### config.mk
export PLATFORM = sky130hd
export DESIGN_NAME = alarm_ctrl_flat
export DESIGN_NICKNAME = d
export VERILOG_FILES = /design/src/rtl/alarm_ctrl_if.sv /design/src/rtl/alarm_ctrl.sv /design/src/flat_wrapper.sv
export SDC_FILE = /design/constraint.sdc
export NUM_CORES = 1
export LEC_CHECK = 0
export ABC_AREA = 1
export ABC_CLOCK_PERIOD_IN_PS = 1900
export BUFFER_PORTS_ARGS = -buffer_cell sky130_fd_sc_hd__buf_2
export CAP_MARGIN = 15
export CORE_MARGIN = 2
export CORE_UTILIZATION = 35
export CTS_CLUSTER_SIZE = 25
export DETAILED_ROUTE_END_ITERATION = 16
export PLACE_DENSITY = 0.53
export REMOVE_ABC_BUFFERS = 1
export SLEW_MARGIN = 20
export SYNTH_ARGS = -nofsm -noshare
export SYNTH_HDL_FRONTEND = slang
export SYNTH_SLANG_ARGS = --single-unit
### constraint.sdc
create_clock -name CLK -period 1.9 [get_ports CLK]
set_clock_uncertainty 0.05 [all_clocks]
set_input_delay 0.285 -clock CLK [delete_from_list [all_inputs] [get_ports CLK]]
set_output_delay 0.285 -clock CLK [all_outputs]
set_load 0.01 [all_outputs]
### src/rtl/alarm_ctrl_if.sv
// Signal bundle between the time-of-day counters / button debouncers and the
// alarm stage. The master side drives time digits and user pulses; the slave
// side (alarm_ctrl) returns alarm digits, blink enables and status.
interface alarm_ctrl_if;
  // Timing and user controls
  logic       EN1HZ;
  logic       SIG2HZ;
  logic       ARM;
  logic       ALMSET;
  logic       SELECT;
  logic       ADJUST;
  logic       STOP;
  // Running time of day, BCD
  logic [1:0] HOURH;
  logic [3:0] HOURL;
  logic [2:0] MINH;
  logic [3:0] MINL;
  logic [2:0] SECH;
  logic [3:0] SECL;
  // Alarm time and display enables
  logic [1:0] AHOURH;
  logic [3:0] AHOURL;
  logic [2:0] AMINH;
  logic [3:0] AMINL;
  logic       AHOURON;
  logic       AMINON;
  // Status
  logic       EDITING;
  logic       RINGING;
  logic       SNOOZING;
  logic       BUZZ;

  modport master (
    output EN1HZ, SIG2HZ, ARM, ALMSET, SELECT, ADJUST, STOP,
    output HOURH, HOURL, MINH, MINL, SECH, SECL,
    input  AHOURH, AHOURL, AMINH, AMINL, AHOURON, AMINON,
    input  EDITING, RINGING, SNOOZING, BUZZ
  );

  modport slave (
    input  EN1HZ, SIG2HZ, ARM, ALMSET, SELECT, ADJUST, STOP,
    input  HOURH, HOURL, MINH, MINL, SECH, SECL,
    output AHOURH, AHOURL, AMINH, AMINL, AHOURON, AMINON,
    output EDITING, RINGING, SNOOZING, BUZZ
  );
endinterface

### src/rtl/alarm_ctrl.sv
// Alarm stage for the 24-hour clock: editable BCD alarm time, edge-triggered
// ringing with auto-stop, snooze, and blink enables for the alarm digits.
module alarm_ctrl #(
  parameter logic [7:0] RESET_HH   = 8'h06,
  parameter logic [7:0] RESET_MM   = 8'h00,
  parameter int         RING_SEC   = 60,
  parameter int         SNOOZE_MIN = 5
) (
  input  logic      CLK,
  input  logic      RST,
  alarm_ctrl_if.slave bus
);

  typedef enum logic [2:0] {
    S_IDLE,
    S_EDIT_HOUR,
    S_EDIT_MIN,
    S_RING,
    S_SNOOZE
  } state_e;

  localparam int SNOOZE_TICKS = SNOOZE_MIN * 60;
  localparam int RW = $clog2(RING_SEC + 1);
  localparam int SW = $clog2(SNOOZE_TICKS + 1);

  localparam logic [RW-1:0] RING_MAX    = RW'(RING_SEC);
  localparam logic [RW-1:0] RING_LAST   = RW'(RING_SEC - 1);
  localparam logic [SW-1:0] SNOOZE_LOAD = SW'(SNOOZE_TICKS);

  state_e        state_q, state_d;
  logic [1:0]    ahh_q, ahh_d;
  logic [3:0]    ahl_q, ahl_d;
  logic [2:0]    amh_q, amh_d;
  logic [3:0]    aml_q, aml_d;
  logic [RW-1:0] ring_cnt_q, ring_cnt_d;
  logic [SW-1:0] snz_cnt_q, snz_cnt_d;
  logic          match_q;
  logic          editing_q, ringing_q, snoozing_q;

  logic          match, trigger;
  logic [1:0]    hr_inc_h;
  logic [3:0]    hr_inc_l;
  logic [2:0]    mn_inc_h;
  logic [3:0]    mn_inc_l;

  // Running time equals alarm time at the top of the minute; fire on the rising edge only
  assign match   = ({bus.HOURH, bus.HOURL} == {ahh_q, ahl_q}) &&
                   ({bus.MINH, bus.MINL} == {amh_q, aml_q}) &&
                   (bus.SECH == 3'd0) && (bus.SECL == 4'd0);
  assign trigger = match & ~match_q & bus.ARM;

  // BCD successors of the alarm hour (wraps 23 -> 00) and minute (wraps 59 -> 00)
  always_comb begin
    // NOTE: every combinationally assigned signal gets a default first so no path leaves it unassigned (which would infer a latch).
    hr_inc_h = ahh_q;
    hr_inc_l = ahl_q + 4'd1;
    if (ahh_q == 2'd2 && ahl_q == 4'd3) begin
      hr_inc_h = 2'd0;
      hr_inc_l = 4'd0;
    end else if (ahl_q == 4'd9) begin
      hr_inc_h = ahh_q + 2'd1;
      hr_inc_l = 4'd0;
    end

    mn_inc_h = amh_q;
    mn_inc_l = aml_q + 4'd1;
    if (aml_q == 4'd9) begin
      mn_inc_l = 4'd0;
      mn_inc_h = (amh_q == 3'd5) ? 3'd0 : amh_q + 3'd1;
    end
  end

  // Next-state logic: pulse priority STOP > ALMSET > SELECT > ADJUST among those valid in a state
  always_comb begin
    state_d    = state_q;
    ahh_d      = ahh_q;
    ahl_d      = ahl_q;
    amh_d      = amh_q;
    aml_d      = aml_q;
    ring_cnt_d = ring_cnt_q;
    snz_cnt_d  = snz_cnt_q;

    case (state_q)
      S_IDLE: begin
        if (trigger) begin
          state_d    = S_RING;
          ring_cnt_d = '0;
        end else if (bus.ALMSET) begin
          state_d = S_EDIT_HOUR;
        end
      end

      S_EDIT_HOUR: begin
        if (bus.STOP || bus.ALMSET) begin
          state_d = S_IDLE;
        end else if (bus.SELECT) begin
          state_d = S_EDIT_MIN;
        end else if (bus.ADJUST) begin
          ahh_d = hr_inc_h;
          ahl_d = hr_inc_l;
        end
      end

      S_EDIT_MIN: begin
        if (bus.STOP || bus.ALMSET) begin
          state_d = S_IDLE;
        end else if (bus.SELECT) begin
          state_d = S_EDIT_HOUR;
        end else if (bus.ADJUST) begin
          amh_d = mn_inc_h;
          aml_d = mn_inc_l;
        end
      end

      S_RING: begin
        // Saturating second counter; the last second ends the ring before it could wrap
        if (bus.EN1HZ && ring_cnt_q != RING_MAX) begin
          ring_cnt_d = ring_cnt_q + RW'(1);
        end
        if (bus.STOP || !bus.ARM) begin
          state_d = S_IDLE;
        end else if (bus.EN1HZ && ring_cnt_q == RING_LAST) begin
          state_d = S_IDLE;
        end else if (bus.SELECT) begin
          state_d   = S_SNOOZE;
          snz_cnt_d = SNOOZE_LOAD;
        end
      end

      S_SNOOZE: begin
        if (bus.STOP || !bus.ARM) begin
          state_d = S_IDLE;
        end else if (bus.EN1HZ) begin
          if (snz_cnt_q != '0) begin
            snz_cnt_d = snz_cnt_q - SW'(1);
          end
          if (snz_cnt_q == SW'(1)) begin
            state_d    = S_RING;
            ring_cnt_d = '0;
          end
        end
      end

      default: state_d = S_IDLE;
    endcase
  end

  // State, alarm time, counters, match history and registered status flags
  always_ff @(posedge CLK) begin
    // NOTE: sequential state uses non-blocking assignments so every register samples pre-edge values.
    if (RST) begin
      state_q    <= S_IDLE;
      ahh_q      <= RESET_HH[5:4];
      ahl_q      <= RESET_HH[3:0];
      amh_q      <= RESET_MM[6:4];
      aml_q      <= RESET_MM[3:0];
      ring_cnt_q <= '0;
      snz_cnt_q  <= '0;
      match_q    <= 1'b1;   // blocks a trigger if the time already matches at release
      editing_q  <= 1'b0;
      ringing_q  <= 1'b0;
      snoozing_q <= 1'b0;
    end else begin
      state_q    <= state_d;
      ahh_q      <= ahh_d;
      ahl_q      <= ahl_d;
      amh_q      <= amh_d;
      aml_q      <= aml_d;
      ring_cnt_q <= ring_cnt_d;
      snz_cnt_q  <= snz_cnt_d;
      match_q    <= match;
      editing_q  <= (state_d == S_EDIT_HOUR) || (state_d == S_EDIT_MIN);
      ringing_q  <= (state_d == S_RING);
      snoozing_q <= (state_d == S_SNOOZE);
    end
  end

  assign bus.AHOURH   = ahh_q;
  assign bus.AHOURL   = ahl_q;
  assign bus.AMINH    = amh_q;
  assign bus.AMINL    = aml_q;
  assign bus.AHOURON  = (state_q == S_EDIT_HOUR) ? bus.SIG2HZ : 1'b1;
  assign bus.AMINON   = (state_q == S_EDIT_MIN)  ? bus.SIG2HZ : 1'b1;
  assign bus.EDITING  = editing_q;
  assign bus.RINGING  = ringing_q;
  assign bus.SNOOZING = snoozing_q;
  assign bus.BUZZ     = ringing_q & bus.SIG2HZ;

endmodule

### src/flat_wrapper.sv
// flat-port wrapper written by rule: the top's interface ports become plain ports
module alarm_ctrl_flat 
#(
  parameter logic [7:0] RESET_HH   = 8'h06,
  parameter logic [7:0] RESET_MM   = 8'h00,
  parameter int         RING_SEC   = 60,
  parameter int         SNOOZE_MIN = 5
)
  (CLK, RST, bus_EN1HZ, bus_SIG2HZ, bus_ARM, bus_ALMSET, bus_SELECT, bus_ADJUST, bus_STOP, bus_HOURH, bus_HOURL, bus_MINH, bus_MINL, bus_SECH, bus_SECL, bus_AHOURH, bus_AHOURL, bus_AMINH, bus_AMINL, bus_AHOURON, bus_AMINON, bus_EDITING, bus_RINGING, bus_SNOOZING, bus_BUZZ);
  alarm_ctrl_if bus_i ();
  input  logic CLK;
  input  logic RST;
  input wire logic [$bits(bus_i.EN1HZ)-1:0] bus_EN1HZ;
  input wire logic [$bits(bus_i.SIG2HZ)-1:0] bus_SIG2HZ;
  input wire logic [$bits(bus_i.ARM)-1:0] bus_ARM;
  input wire logic [$bits(bus_i.ALMSET)-1:0] bus_ALMSET;
  input wire logic [$bits(bus_i.SELECT)-1:0] bus_SELECT;
  input wire logic [$bits(bus_i.ADJUST)-1:0] bus_ADJUST;
  input wire logic [$bits(bus_i.STOP)-1:0] bus_STOP;
  input wire logic [$bits(bus_i.HOURH)-1:0] bus_HOURH;
  input wire logic [$bits(bus_i.HOURL)-1:0] bus_HOURL;
  input wire logic [$bits(bus_i.MINH)-1:0] bus_MINH;
  input wire logic [$bits(bus_i.MINL)-1:0] bus_MINL;
  input wire logic [$bits(bus_i.SECH)-1:0] bus_SECH;
  input wire logic [$bits(bus_i.SECL)-1:0] bus_SECL;
  output wire logic [$bits(bus_i.AHOURH)-1:0] bus_AHOURH;
  output wire logic [$bits(bus_i.AHOURL)-1:0] bus_AHOURL;
  output wire logic [$bits(bus_i.AMINH)-1:0] bus_AMINH;
  output wire logic [$bits(bus_i.AMINL)-1:0] bus_AMINL;
  output wire logic [$bits(bus_i.AHOURON)-1:0] bus_AHOURON;
  output wire logic [$bits(bus_i.AMINON)-1:0] bus_AMINON;
  output wire logic [$bits(bus_i.EDITING)-1:0] bus_EDITING;
  output wire logic [$bits(bus_i.RINGING)-1:0] bus_RINGING;
  output wire logic [$bits(bus_i.SNOOZING)-1:0] bus_SNOOZING;
  output wire logic [$bits(bus_i.BUZZ)-1:0] bus_BUZZ;
  assign bus_i.EN1HZ = bus_EN1HZ;
  assign bus_i.SIG2HZ = bus_SIG2HZ;
  assign bus_i.ARM = bus_ARM;
  assign bus_i.ALMSET = bus_ALMSET;
  assign bus_i.SELECT = bus_SELECT;
  assign bus_i.ADJUST = bus_ADJUST;
  assign bus_i.STOP = bus_STOP;
  assign bus_i.HOURH = bus_HOURH;
  assign bus_i.HOURL = bus_HOURL;
  assign bus_i.MINH = bus_MINH;
  assign bus_i.MINL = bus_MINL;
  assign bus_i.SECH = bus_SECH;
  assign bus_i.SECL = bus_SECL;
  assign bus_AHOURH = bus_i.AHOURH;
  assign bus_AHOURL = bus_i.AHOURL;
  assign bus_AMINH = bus_i.AMINH;
  assign bus_AMINL = bus_i.AMINL;
  assign bus_AHOURON = bus_i.AHOURON;
  assign bus_AMINON = bus_i.AMINON;
  assign bus_EDITING = bus_i.EDITING;
  assign bus_RINGING = bus_i.RINGING;
  assign bus_SNOOZING = bus_i.SNOOZING;
  assign bus_BUZZ = bus_i.BUZZ;
  alarm_ctrl #(.RESET_HH(RESET_HH), .RESET_MM(RESET_MM), .RING_SEC(RING_SEC), .SNOOZE_MIN(SNOOZE_MIN)) u_core (.CLK(CLK), .RST(RST), .bus(bus_i));
endmodule
==> flow_summary.toml <==
[timing]
rsz0062_at_grt = "no"
final_hold_viol_count = 0
maxSlewViolCount = 0
period_share = 0.8933
setup_viol = 0
relSlewSlack = 0.7560
fin_ws_ns = 0.2027
tns_ns = 0
clock.fmax_mhz = 589.2
worst_slew_pin_slew_ns = 0.3633
min_period_ns = 1.697

[placed_design]
dp_slack_ns = 0.1899
io_buffers = 47
dp_hpwl_mm = 4.149
placed_area_sq_um = 2589
gp_congestion = 0.8482

[cts]
post-cts-setup-buffers = 0
clock-root-buffer = "clkbuf_8"
numCtsBuffers = 5
clockBufferDepth = 2
cts-resized-gates = 0
cts_tree = "built"
path_clk_slew_ns = 0.08
clkLatencyLatePin_ns = 0.29
htreeDepth = 2
cts_num_sinks = 35
hold_buffers = 0

[routing]
wire_per_inst_um = 10.99
ant_nets = 0
first_pass_iters = 4
initialDrtViolationCount = 88
finalWirelength_mm = 5.451
drc = 0
vias = 2289
viasPerCell = 4.615

[final_layout]
nets = 452
n_fill_cell = 680
final_area_sq_um = 2670
area_delta_synth_final_pct = 19.28
diodes = 0
layout-drive-gt1-share = 0.1933

[yosys]
yosys.area.top_type = "dfxtp_1"
syn-instance-count = 363
syn_area_sq_um = 2238
synth_commonest_cells = "nand2_1 (103), nor2_1 (53), inv_1 (51)"
yosysWarnings = 0
syn_avg_cell_area_sq_um = 6.166
synth_top_area_share = 0.3130
synth.most_common_cell = "nand2_1"
ys.flop_type = "dfxtp_1"
synth.distinct_cells = 35
synth_async_sr_flop_share = 0
synth_edf_count = 0
ys_seq_area_frac = 0.3130
synth_area_leaders = "dfxtp_1 (31%), nand2_1 (17%), nor2_1 (8.9%)"
ys_ff_latch = 35

[global_routing]
grt_pass1_wl_mm = 9.156
grt_pass1_vias = 2123
grt-ovfl-total = 0
antenna_found_initial = 0
grt_max_degree = 25
grt_usage = 0.1584

[floorplanning]
chipHeight_um = 83.97
fp.dieArea_sq_um = 7051
initial_core_util = 0.3566
core-area_sq_um = 6277
dieWidth_um = 83.97
io_pins = 48
num_rows = 29

[critical_path]
required_ns = 2.03
cpPeakStageDelay_ns = 0.40
endpoint_kind = "flip-flop"
cp_max_fo = 7
setup.worst_path.start_class = "flip-flop"
crit_chain = "inv_1 -> nand2_1 -> nand2_1 -> nor2_1 -> nand2_1 -> nor2_1 -> nand3_1 -> nand2_2 -> nand2_2 -> nand2_1 -> a21oi_1"
criticalPathCategory = "reg2reg"
cpMostUsedCell = "nand2_1"
cp.arrival_ns = 1.82
crit_slowest_cell = "dfxtp_1"

[flow_run]
cap_viol_max_count = 0

[power]
vdd_ir_drop_max_v = 0.0002482
p_leak_nw = 1.267
p_per_area_nw_per_um2 = 541.4

[status]
status = "finished, final reports clean"

[hold_path]
hp-class = "in2reg"
per-layer routing:
| layer | wire length (um) | up-vias | part of all wire | GRT usage |
|---|---|---|---|---|
| met5 | 0 | - | 0 | 0 |
| met4 | 63 | 0 | 0.012 | 0.05132 |
| met3 | 286 | 6 | 0.052 | 0.03363 |
| met2 | 2347 | 52 | 0.43 | 0.2604 |
| met1 | 2754 | 975 | 0.51 | 0.2066 |
| li1 | - | 1256 | - | - |
sequential cells by signal, indices dropped and copies added, names as in the netlist:
name / flops
u_core.bus.SNOOZING: 1
u_core.bus.RINGING: 1
u_core.bus.AMINL: 4
u_core.bus.EDITING: 1
u_core.state_q: 3
u_core.snz_cnt_q: 9
u_core.bus.AHOURL: 4
u_core.bus.AHOURH: 2
u_core.ring_cnt_q: 6
u_core.bus.AMINH: 3
u_core.match_q: 1
final timing paths:
check	startpoint	endpoint	slack [ns]	cells after the start
worst max-delay path	u_core.bus.AHOURH[0]	u_core.ring_cnt_q[4]	0.20	11
worst min-delay path	bus_ALMSET	u_core.state_q[0]	0.35	5
worst max register to register	u_core.bus.AHOURH[0]	u_core.ring_cnt_q[4]	0.20	11
worst min register to register	u_core.snz_cnt_q[5]	u_core.snz_cnt_q[5]	0.44	2
cells by family after synthesis:
group           synth area share
fa+ha+maj                0.02795
compound gates            0.1308
flops                     0.3130
simple gates              0.4008
xor+xnor                 0.02348
buf+inv                   0.1040
stage by stage:
| step | total power [mW] | hold slack, ns | cells | util |
|---|---|---|---|---|
| finish | 1.446 | 0.3539 | 496 | 0.4254 |
| global route | 1.511 | 0.3865 | 496 | 0.4254 |
| CTS | 1.465 | 0.3493 | 496 | 0.4254 |
| detailed placement | 0.9236 | 0.4264 | 488 | 0.4124 |
| global placement | 0.9238 | 0.4237 | 488 | 0.4124 |
| floorplan | 0.8515 | 0.2974 | 360 | - |
power by group:
| group | internal [mW] | leakage [nW] | switching [mW] | total (mW) |
|---|---|---|---|---|
| Clock | 0.258 | 0.0422 | 0.282 | 0.540 |
| Sequential | 0.741 | 0.283 | 0.00692 | 0.748 |
| Combinational | 0.0601 | 0.942 | 0.0981 | 0.158 |
cell type report:
| class | count | area (sq um) | area share |
|---|---|---|---|
| Clock buffer | 7 | 76.32 | 0.02858 |
| Clock inverter | 1 | 5.005 | 0.001874 |
| Inverter | 57 | 221.5 | 0.08294 |
| Multi-Input combinational cell | 268 | 1305 | 0.4888 |
| Sequential cell | 35 | 700.7 | 0.2624 |
| Tap cell | 77 | 96.34 | 0.03608 |
| Timing Repair Buffer | 51 | 265.3 | 0.09934 |
placed cells by master, fill, tap and decap left out, types with 2 or more instances in the layout:
cell / instances
a211oi_1: 3
a21oi_1: 20
a21oi_2: 4
a31oi_1: 3
buf_2: 47
buf_4: 4
clkbuf_1: 2
clkbuf_8: 5
dfxtp_1: 35
ha_1: 5
inv_1: 51
inv_2: 3
nand2_1: 103
nand2_2: 5
nand3_1: 19
nand3_2: 2
nand4_1: 6
nor2_1: 53
nor2_2: 3
nor3_1: 6
nor3b_1: 2
nor4_1: 2
o211ai_1: 2
o21ai_0: 13
o21ai_1: 4
xnor2_1: 2
xor2_1: 4
critical path, delay by kind of cell (launching register included):
kind | cells | cell delay, ns
buffers and inverters | 1 | 0.10
flip-flops | 1 | 0.40
AO/OA/AOI/OAI | 1 | 0.06
AND/OR/NAND/NOR | 9 | 0.98
Note: power is estimated with default switching activity, not from simulation.
